===== src/rtl/pipeline_pkg.sv =====
// rtl/pipeline_pkg.sv - shared widths and fetch-state enum for the instruction fetch path
package pipeline_pkg;
  localparam int ADDR_W      = 8;
  localparam int DATA_W      = 32;
  localparam int INSTR_BYTES = 4;

  typedef enum logic {
    RUN  = 1'b0,
    KILL = 1'b1
  } fetch_state_t;
endpackage


===== src/rtl/fetch_queue_if.sv =====
// rtl/fetch_queue_if.sv - instruction memory and IF/ID handshake bundle for fetch_queue
interface fetch_queue_if #(
  parameter int ADDR_W = pipeline_pkg::ADDR_W,
  parameter int DATA_W = pipeline_pkg::DATA_W
);
  logic              imem_req;
  logic [ADDR_W-1:0] imem_addr;
  logic              imem_ack;
  logic [DATA_W-1:0] imem_rdata;
  logic              out_valid;
  logic [DATA_W-1:0] out_instr;
  logic [ADDR_W-1:0] out_pc;
  logic              out_ready;

  modport master (
    output imem_req, imem_addr,
    input  imem_ack, imem_rdata,
    output out_valid, out_instr, out_pc,
    input  out_ready
  );

  modport slave (
    input  imem_req, imem_addr,
    output imem_ack, imem_rdata,
    input  out_valid, out_instr, out_pc,
    output out_ready
  );
endinterface


===== src/rtl/fetch_queue_fifo.sv =====
// rtl/fetch_queue_fifo.sv - register FIFO of {pc, instr} entries with flush and occupancy
module fq_fifo #(
  parameter  int DEPTH = 4,
  parameter  int WIDTH = 40,
  localparam int CNT_W = $clog2(DEPTH + 1)
) (
  input  logic             clk,
  input  logic             rst_n,
  input  logic             push,
  input  logic             pop,
  input  logic             flush,
  input  logic [WIDTH-1:0] wdata,
  output logic [WIDTH-1:0] rdata,
  output logic             valid,
  output logic             full,
  output logic [CNT_W-1:0] count
);
  localparam int IDX_W = $clog2(DEPTH);
  localparam int PTR_W = IDX_W + 1;

  logic [WIDTH-1:0] mem [DEPTH];
  logic [PTR_W-1:0] wr_ptr;
  logic [PTR_W-1:0] rd_ptr;
  logic [PTR_W-1:0] fill;

  // Extra pointer bit distinguishes full from empty when the index bits match.
  assign fill  = wr_ptr - rd_ptr;
  assign count = CNT_W'(fill);
  assign valid = (fill != '0);
  assign full  = (fill == PTR_W'(DEPTH));
  assign rdata = valid ? mem[rd_ptr[IDX_W-1:0]] : '0;

  always_ff @(posedge clk or negedge rst_n) begin
    if (!rst_n) begin
      wr_ptr <= '0;
      rd_ptr <= '0;
    end else if (flush) begin
      wr_ptr <= '0;
      rd_ptr <= '0;
    end else begin
      if (push) wr_ptr <= wr_ptr + PTR_W'(1);
      if (pop)  rd_ptr <= rd_ptr + PTR_W'(1);
    end
  end

  always_ff @(posedge clk) begin
    if (push && !flush) mem[wr_ptr[IDX_W-1:0]] <= wdata;
  end

  assert property (@(posedge clk) disable iff (!rst_n) !(pop && !valid));
  assert property (@(posedge clk) disable iff (!rst_n) !(push && full && !pop));
  assert property (@(posedge clk) disable iff (!rst_n) fill <= PTR_W'(DEPTH));
endmodule


===== src/rtl/fetch_queue.sv =====
// rtl/fetch_queue.sv - sequential instruction prefetch queue with branch redirect and kill handling
module fetch_queue #(
  parameter int              DEPTH    = 4,
  parameter int              ADDR_W   = pipeline_pkg::ADDR_W,
  parameter int              DATA_W   = pipeline_pkg::DATA_W,
  parameter logic [ADDR_W-1:0] RESET_PC = '0
) (
  input  logic                       clk,
  input  logic                       rst_n,
  input  logic                       redirect,
  input  logic [ADDR_W-1:0]          redirect_pc,
  fetch_queue_if.master              bus,
  output logic [$clog2(DEPTH+1)-1:0] occupancy
);
  import pipeline_pkg::*;

  localparam logic [ADDR_W-1:0] PC_STEP = ADDR_W'(INSTR_BYTES);

  fetch_state_t              state, state_nxt;
  logic [ADDR_W-1:0]         fetch_pc, fetch_pc_nxt;
  logic [ADDR_W-1:0]         kill_addr, kill_addr_nxt;
  logic                      started;
  logic                      req;
  logic                      push;
  logic                      pop;
  logic                      full;
  logic [ADDR_W+DATA_W-1:0]  head;

  // started holds off the first request until rst_n has been sampled high once.
  always_ff @(posedge clk or negedge rst_n) begin
    if (!rst_n) begin
      state     <= RUN;
      fetch_pc  <= RESET_PC;
      kill_addr <= '0;
      started   <= 1'b0;
    end else begin
      state     <= state_nxt;
      fetch_pc  <= fetch_pc_nxt;
      kill_addr <= kill_addr_nxt;
      started   <= 1'b1;
    end
  end

  always_comb begin
    state_nxt     = state;
    fetch_pc_nxt  = fetch_pc;
    kill_addr_nxt = kill_addr;
    req           = 1'b0;
    bus.imem_addr = fetch_pc;
    push          = 1'b0;
    case (state)
      RUN: begin
        req  = started && !full;
        push = req && bus.imem_ack && !redirect;
        if (push) fetch_pc_nxt = fetch_pc + PC_STEP;
        // An outstanding unacked fetch must finish at its old address before restarting.
        if (redirect && req && !bus.imem_ack) begin
          state_nxt     = KILL;
          kill_addr_nxt = fetch_pc;
        end
      end
      KILL: begin
        req           = 1'b1;
        bus.imem_addr = kill_addr;
        if (bus.imem_ack) state_nxt = RUN;
      end
      default: state_nxt = RUN;
    endcase
    if (redirect) fetch_pc_nxt = {redirect_pc[ADDR_W-1:2], 2'b00};
  end

  assign bus.imem_req = req;
  assign pop          = bus.out_valid && bus.out_ready && !redirect;

  fq_fifo #(
    .DEPTH (DEPTH),
    .WIDTH (ADDR_W + DATA_W)
  ) u_fifo (
    .clk   (clk),
    .rst_n (rst_n),
    .push  (push),
    .pop   (pop),
    .flush (redirect),
    .wdata ({fetch_pc, bus.imem_rdata}),
    .rdata (head),
    .valid (bus.out_valid),
    .full  (full),
    .count (occupancy)
  );

  assign bus.out_pc    = head[ADDR_W+DATA_W-1:DATA_W];
  assign bus.out_instr = head[DATA_W-1:0];
endmodule


===== src/flat_wrapper.sv =====
// flat-port wrapper written by rule: the top's interface ports become plain ports
module fetch_queue_flat import pipeline_pkg::*;
#(
  parameter int              DEPTH    = 4,
  parameter int              ADDR_W   = pipeline_pkg::ADDR_W,
  parameter int              DATA_W   = pipeline_pkg::DATA_W,
  parameter logic [ADDR_W-1:0] RESET_PC = '0
)
  (clk, rst_n, redirect, redirect_pc, occupancy, bus_imem_req, bus_imem_addr, bus_imem_ack, bus_imem_rdata, bus_out_valid, bus_out_instr, bus_out_pc, bus_out_ready);
  fetch_queue_if #(.ADDR_W(ADDR_W), .DATA_W(DATA_W)) bus_i ();
  input  logic clk;
  input  logic rst_n;
  input  logic redirect;
  input  logic [ADDR_W-1:0] redirect_pc;
  output logic [$clog2(DEPTH+1)-1:0] occupancy;
  output wire logic [$bits(bus_i.imem_req)-1:0] bus_imem_req;
  output wire logic [$bits(bus_i.imem_addr)-1:0] bus_imem_addr;
  input wire logic [$bits(bus_i.imem_ack)-1:0] bus_imem_ack;
  input wire logic [$bits(bus_i.imem_rdata)-1:0] bus_imem_rdata;
  output wire logic [$bits(bus_i.out_valid)-1:0] bus_out_valid;
  output wire logic [$bits(bus_i.out_instr)-1:0] bus_out_instr;
  output wire logic [$bits(bus_i.out_pc)-1:0] bus_out_pc;
  input wire logic [$bits(bus_i.out_ready)-1:0] bus_out_ready;
  assign bus_imem_req = bus_i.imem_req;
  assign bus_imem_addr = bus_i.imem_addr;
  assign bus_i.imem_ack = bus_imem_ack;
  assign bus_i.imem_rdata = bus_imem_rdata;
  assign bus_out_valid = bus_i.out_valid;
  assign bus_out_instr = bus_i.out_instr;
  assign bus_out_pc = bus_i.out_pc;
  assign bus_i.out_ready = bus_out_ready;
  fetch_queue #(.DEPTH(DEPTH), .ADDR_W(ADDR_W), .DATA_W(DATA_W), .RESET_PC(RESET_PC)) u_core (.clk(clk), .rst_n(rst_n), .redirect(redirect), .redirect_pc(redirect_pc), .bus(bus_i), .occupancy(occupancy));
endmodule

===== config.mk =====
export PLATFORM = sky130hd
export DESIGN_NAME = fetch_queue_flat
export DESIGN_NICKNAME = d
export VERILOG_FILES = /design/src/rtl/pipeline_pkg.sv /design/src/rtl/fetch_queue_if.sv /design/src/rtl/fetch_queue_fifo.sv /design/src/rtl/fetch_queue.sv /design/src/flat_wrapper.sv
export SDC_FILE = /design/constraint.sdc
export NUM_CORES = 1
export LEC_CHECK = 0
export CAP_MARGIN = 10
export CORE_ASPECT_RATIO = 0.75
export CORE_MARGIN = 2
export CORE_UTILIZATION = 40
export DETAILED_ROUTE_END_ITERATION = 7
export RECOVER_POWER = 25
export SYNTH_ARGS = -nofsm -noshare
export SYNTH_HDL_FRONTEND = slang
export SYNTH_HIERARCHICAL = 1
export SYNTH_SLANG_ARGS = --single-unit

===== constraint.sdc =====
create_clock -name clk -period 6.7 [get_ports clk]
set_clock_uncertainty 0.2 [all_clocks]
set_input_delay 0.67 -clock clk [delete_from_list [all_inputs] [get_ports clk]]
set_output_delay 0.67 -clock clk [all_outputs]
set_load 0.01 [all_outputs]

==> flow_metrics.env <==
export IMPL_peakVddDrop_mv=0.156
export IMPL_clockBufferDepth=2
export IMPL_status="finished clean"
export IMPL_grt_max_degree=44
export IMPL_die_y_um=122
export IMPL_fillers=1526
export IMPL_num_rows=43
export IMPL_powerDensity_nw_per_um2=288
export IMPL_first_pass_iters=4
export IMPL_cts_tree="done"
export IMPL_grt_pass1_wl_um=21900
export IMPL_hold_class="reg -> reg"
export IMPL_drive_gt1_share_pct=19.8
export IMPL_hpwl_um=8160
export IMPL_path_clk_slew_ns=0.06
export IMPL_ant_nets=0
export IMPL_initial_core_util_pct=40.4
export IMPL_insertion_delay_ns=0.42
export IMPL_netlist_area_leader_share_pct=65.0
export IMPL_portBuffers=93
export IMPL_whs_ns=0.306
export IMPL_crit_fanout=43
export IMPL_post_cts_resized=0
export IMPL_synth_cell_types=34
export IMPL_setup_worst_path_start_class="flop"
export IMPL_postPlaceCellArea_um2=8520
export IMPL_cts_setup_buffers=0
export IMPL_diodes=0
export IMPL_async_flop_share_pct=11.1
export IMPL_synth_common_cells="edfxtp_1, mux4_2, a21boi_1"
export IMPL_crit_slowest_cell="dfrtp_4"
export IMPL_clock_fmax_mhz=214
export IMPL_worst_pin_slew_ns=0.953
export IMPL_yosysSeqAreaShare_pct=71.8
export IMPL_ys_ff_latch=180
export IMPL_finalPower_mw=2.64
export IMPL_cts_root_buf="clkbuf_16"
export IMPL_syn_avg_cell_area_um2=19.7
export IMPL_leakagePower_nw=3.02
export IMPL_grt_antenna_before_repair=0
export IMPL_gr_usage_met2_pct=24.3
export IMPL_routedWlPerCell_um=19.2
export IMPL_synth_area_um2=7390
export IMPL_synth_top_area_cell="edfxtp_1"
export IMPL_cts_sink_count=180
export IMPL_fin_setup_tns_ns=0
export IMPL_gr_usage_met1_pct=21.2
export IMPL_cp_end_kind="output pin"
export IMPL_htreeDepth=4
export IMPL_io_pins=98
export IMPL_cts_hold_buf=0
export IMPL_drv_cap=0
export IMPL_grt_ovfl_total=0
export IMPL_grt_use_met3_pct=4.22
export IMPL_finalSetupViolCount=0
export IMPL_cp_required_ns=5.83
export IMPL_yosys_warnings=6
export IMPL_synth_edf_count=160
export IMPL_fin_crit_sh_pct=69.6
export IMPL_arrival_ns=3.79
export IMPL_drt_iter0_drc=291
export IMPL_wirelength_um=14200
export IMPL_grt_pass1_vias=3853
export IMPL_fp_dieArea_um2=19600
export IMPL_vias_per_cell=5.04
export IMPL_crit_type="reg -> out"
export IMPL_drc=0
export IMPL_grt_busiest_layer="met2"
export IMPL_post_route_util_pct=50.0
export IMPL_drv_slew=0
export IMPL_synth_cells=375
export IMPL_area_delta_synth_final_pct=23.8
export IMPL_hold_viol=0
export IMPL_cts_made_buffers=17
export IMPL_path_cells="ha_1 -> fa_1 -> and2_2 -> a21boi_0 -> clkdlybuf4s50_1"
export IMPL_fin_nets=531
export IMPL_grt_use_total_pct=15.5
export IMPL_stdcell_area_um2=9150
export IMPL_max_slew_margin_rel_pct=36.3
export IMPL_yosys_top_cells_area="edfxtp_1, mux4_2, dfrtp_1"
export IMPL_fp_dieW_um=161
export IMPL_coreArea_um2=18300
export IMPL_dr_total_vias=3719
export IMPL_gp_congestion=0.713
export IMPL_grt_setup_unrepaired="no"
export IMPL_synth_flop_cell="edfxtp_1"
export IMPL_max_stage_delay_ns=1.03
export IMPL_period_minus_slack_ns=4.66
export IMPL_yosysMostFrequentCell="edfxtp_1"
## placed cells by master, fill, tap and decap left out, drive strengths merged, types with 3 or more instances in the layout
master,n
a21boi,40
a21oi,3
and2,5
buf,6
clkbuf,28
clkdlybuf4s50,72
conb,11
dfrtp,20
dlygate4sd3,21
edfxtp,160
ha,7
inv,7
mux2,12
mux2i,3
mux4,40
nand2,8
nand3,7
nor2,8
nor2b,6
o21ai,6
or4,4
## through the flow
stage               worst slack [ns]  cells
floorplan                       2.69    384
global placement                2.25    706
detailed placement              2.19    706
CTS                             1.92    738
global route                    1.76    738
finish                          2.04    738
## layout make-up
| cell class | instances | area (µm²) | area share, % |
|---|---|---|---|
| Clock inverter | 4 | 55.1 | 0.602 |
| Sequential cell | 180 | 5310 | 58.1 |
| Timing Repair Buffer | 99 | 976 | 10.7 |
| Clock buffer | 28 | 572 | 6.25 |
| Multi-Input combinational cell | 174 | 1900 | 20.8 |
| Tap cell | 247 | 309 | 3.38 |
| Inverter | 6 | 22.5 | 0.246 |
## worst paths after layout
| path | cells after the start | slack [ns] | start | to |
|---|---|---|---|---|
| max | 5 | 2.04 | u_core/u_fifo/rd_ptr[0] | bus_out_instr[1] |
| min | 1 | 0.31 | u_core/kill_addr[5] | u_core/kill_addr[5] |
| max reg2reg | 9 | 2.28 | u_core/u_fifo/rd_ptr[0] | u_core/u_fifo/mem[3][0] |
| min reg2reg | 1 | 0.31 | u_core/kill_addr[5] | u_core/kill_addr[5] |
| max in group asynchronous | 1 | 5.03 | rst_n | u_core/u_fifo/rd_ptr[0] |
| min in group asynchronous | 1 | 0.57 | rst_n | u_core/kill_addr[3] |
## logic make-up after synthesis
family,synth area share [%]
fa+ha+maj,1.46
simple gates,3.44
buf+inv,3.01
xor+xnor,0.661
compound gates,5.05
other cells,0.102
mux,14.5
flops,71.8
## worst max-delay path, delay by kind of cell, from the launching register on
kind,cells,cell delay [ns]
buffers and inverters,1,0.61
AND/OR/NAND/NOR,1,0.49
flip-flops,1,1.03
AO/OA/AOI/OAI,1,0.48
adder cells (fa/ha/maj),2,0.73
## flip-flops by register name (all words and copies together), names as in the netlist
| signal | cells |
|---|---|
| u_core/u_fifo/mem | 160 |
| u_core/started | 1 |
| u_core/kill_addr | 6 |
| u_core/state | 1 |
| u_core/u_fifo/rd_ptr | 3 |
| u_core/u_fifo/wr_ptr | 3 |
| u_core/fetch_pc | 6 |
## where the power goes
part	switching, mW	total [mW]	internal (mW)
logic	0.146	0.333	0.187
clock network	0.397	1.02	0.625
registers	0.0344	1.28	1.25
total	0.577	2.64	2.06
## layer usage
| metal | up-vias | wire, µm |
|---|---|---|
| met5 | - | 0 |
| met4 | 0 | 175 |
| met3 | 19 | 712 |
| met2 | 93 | 6780 |
| met1 | 1922 | 6520 |
| li1 | 1685 | - |
Power figures use the tool's default switching activity.
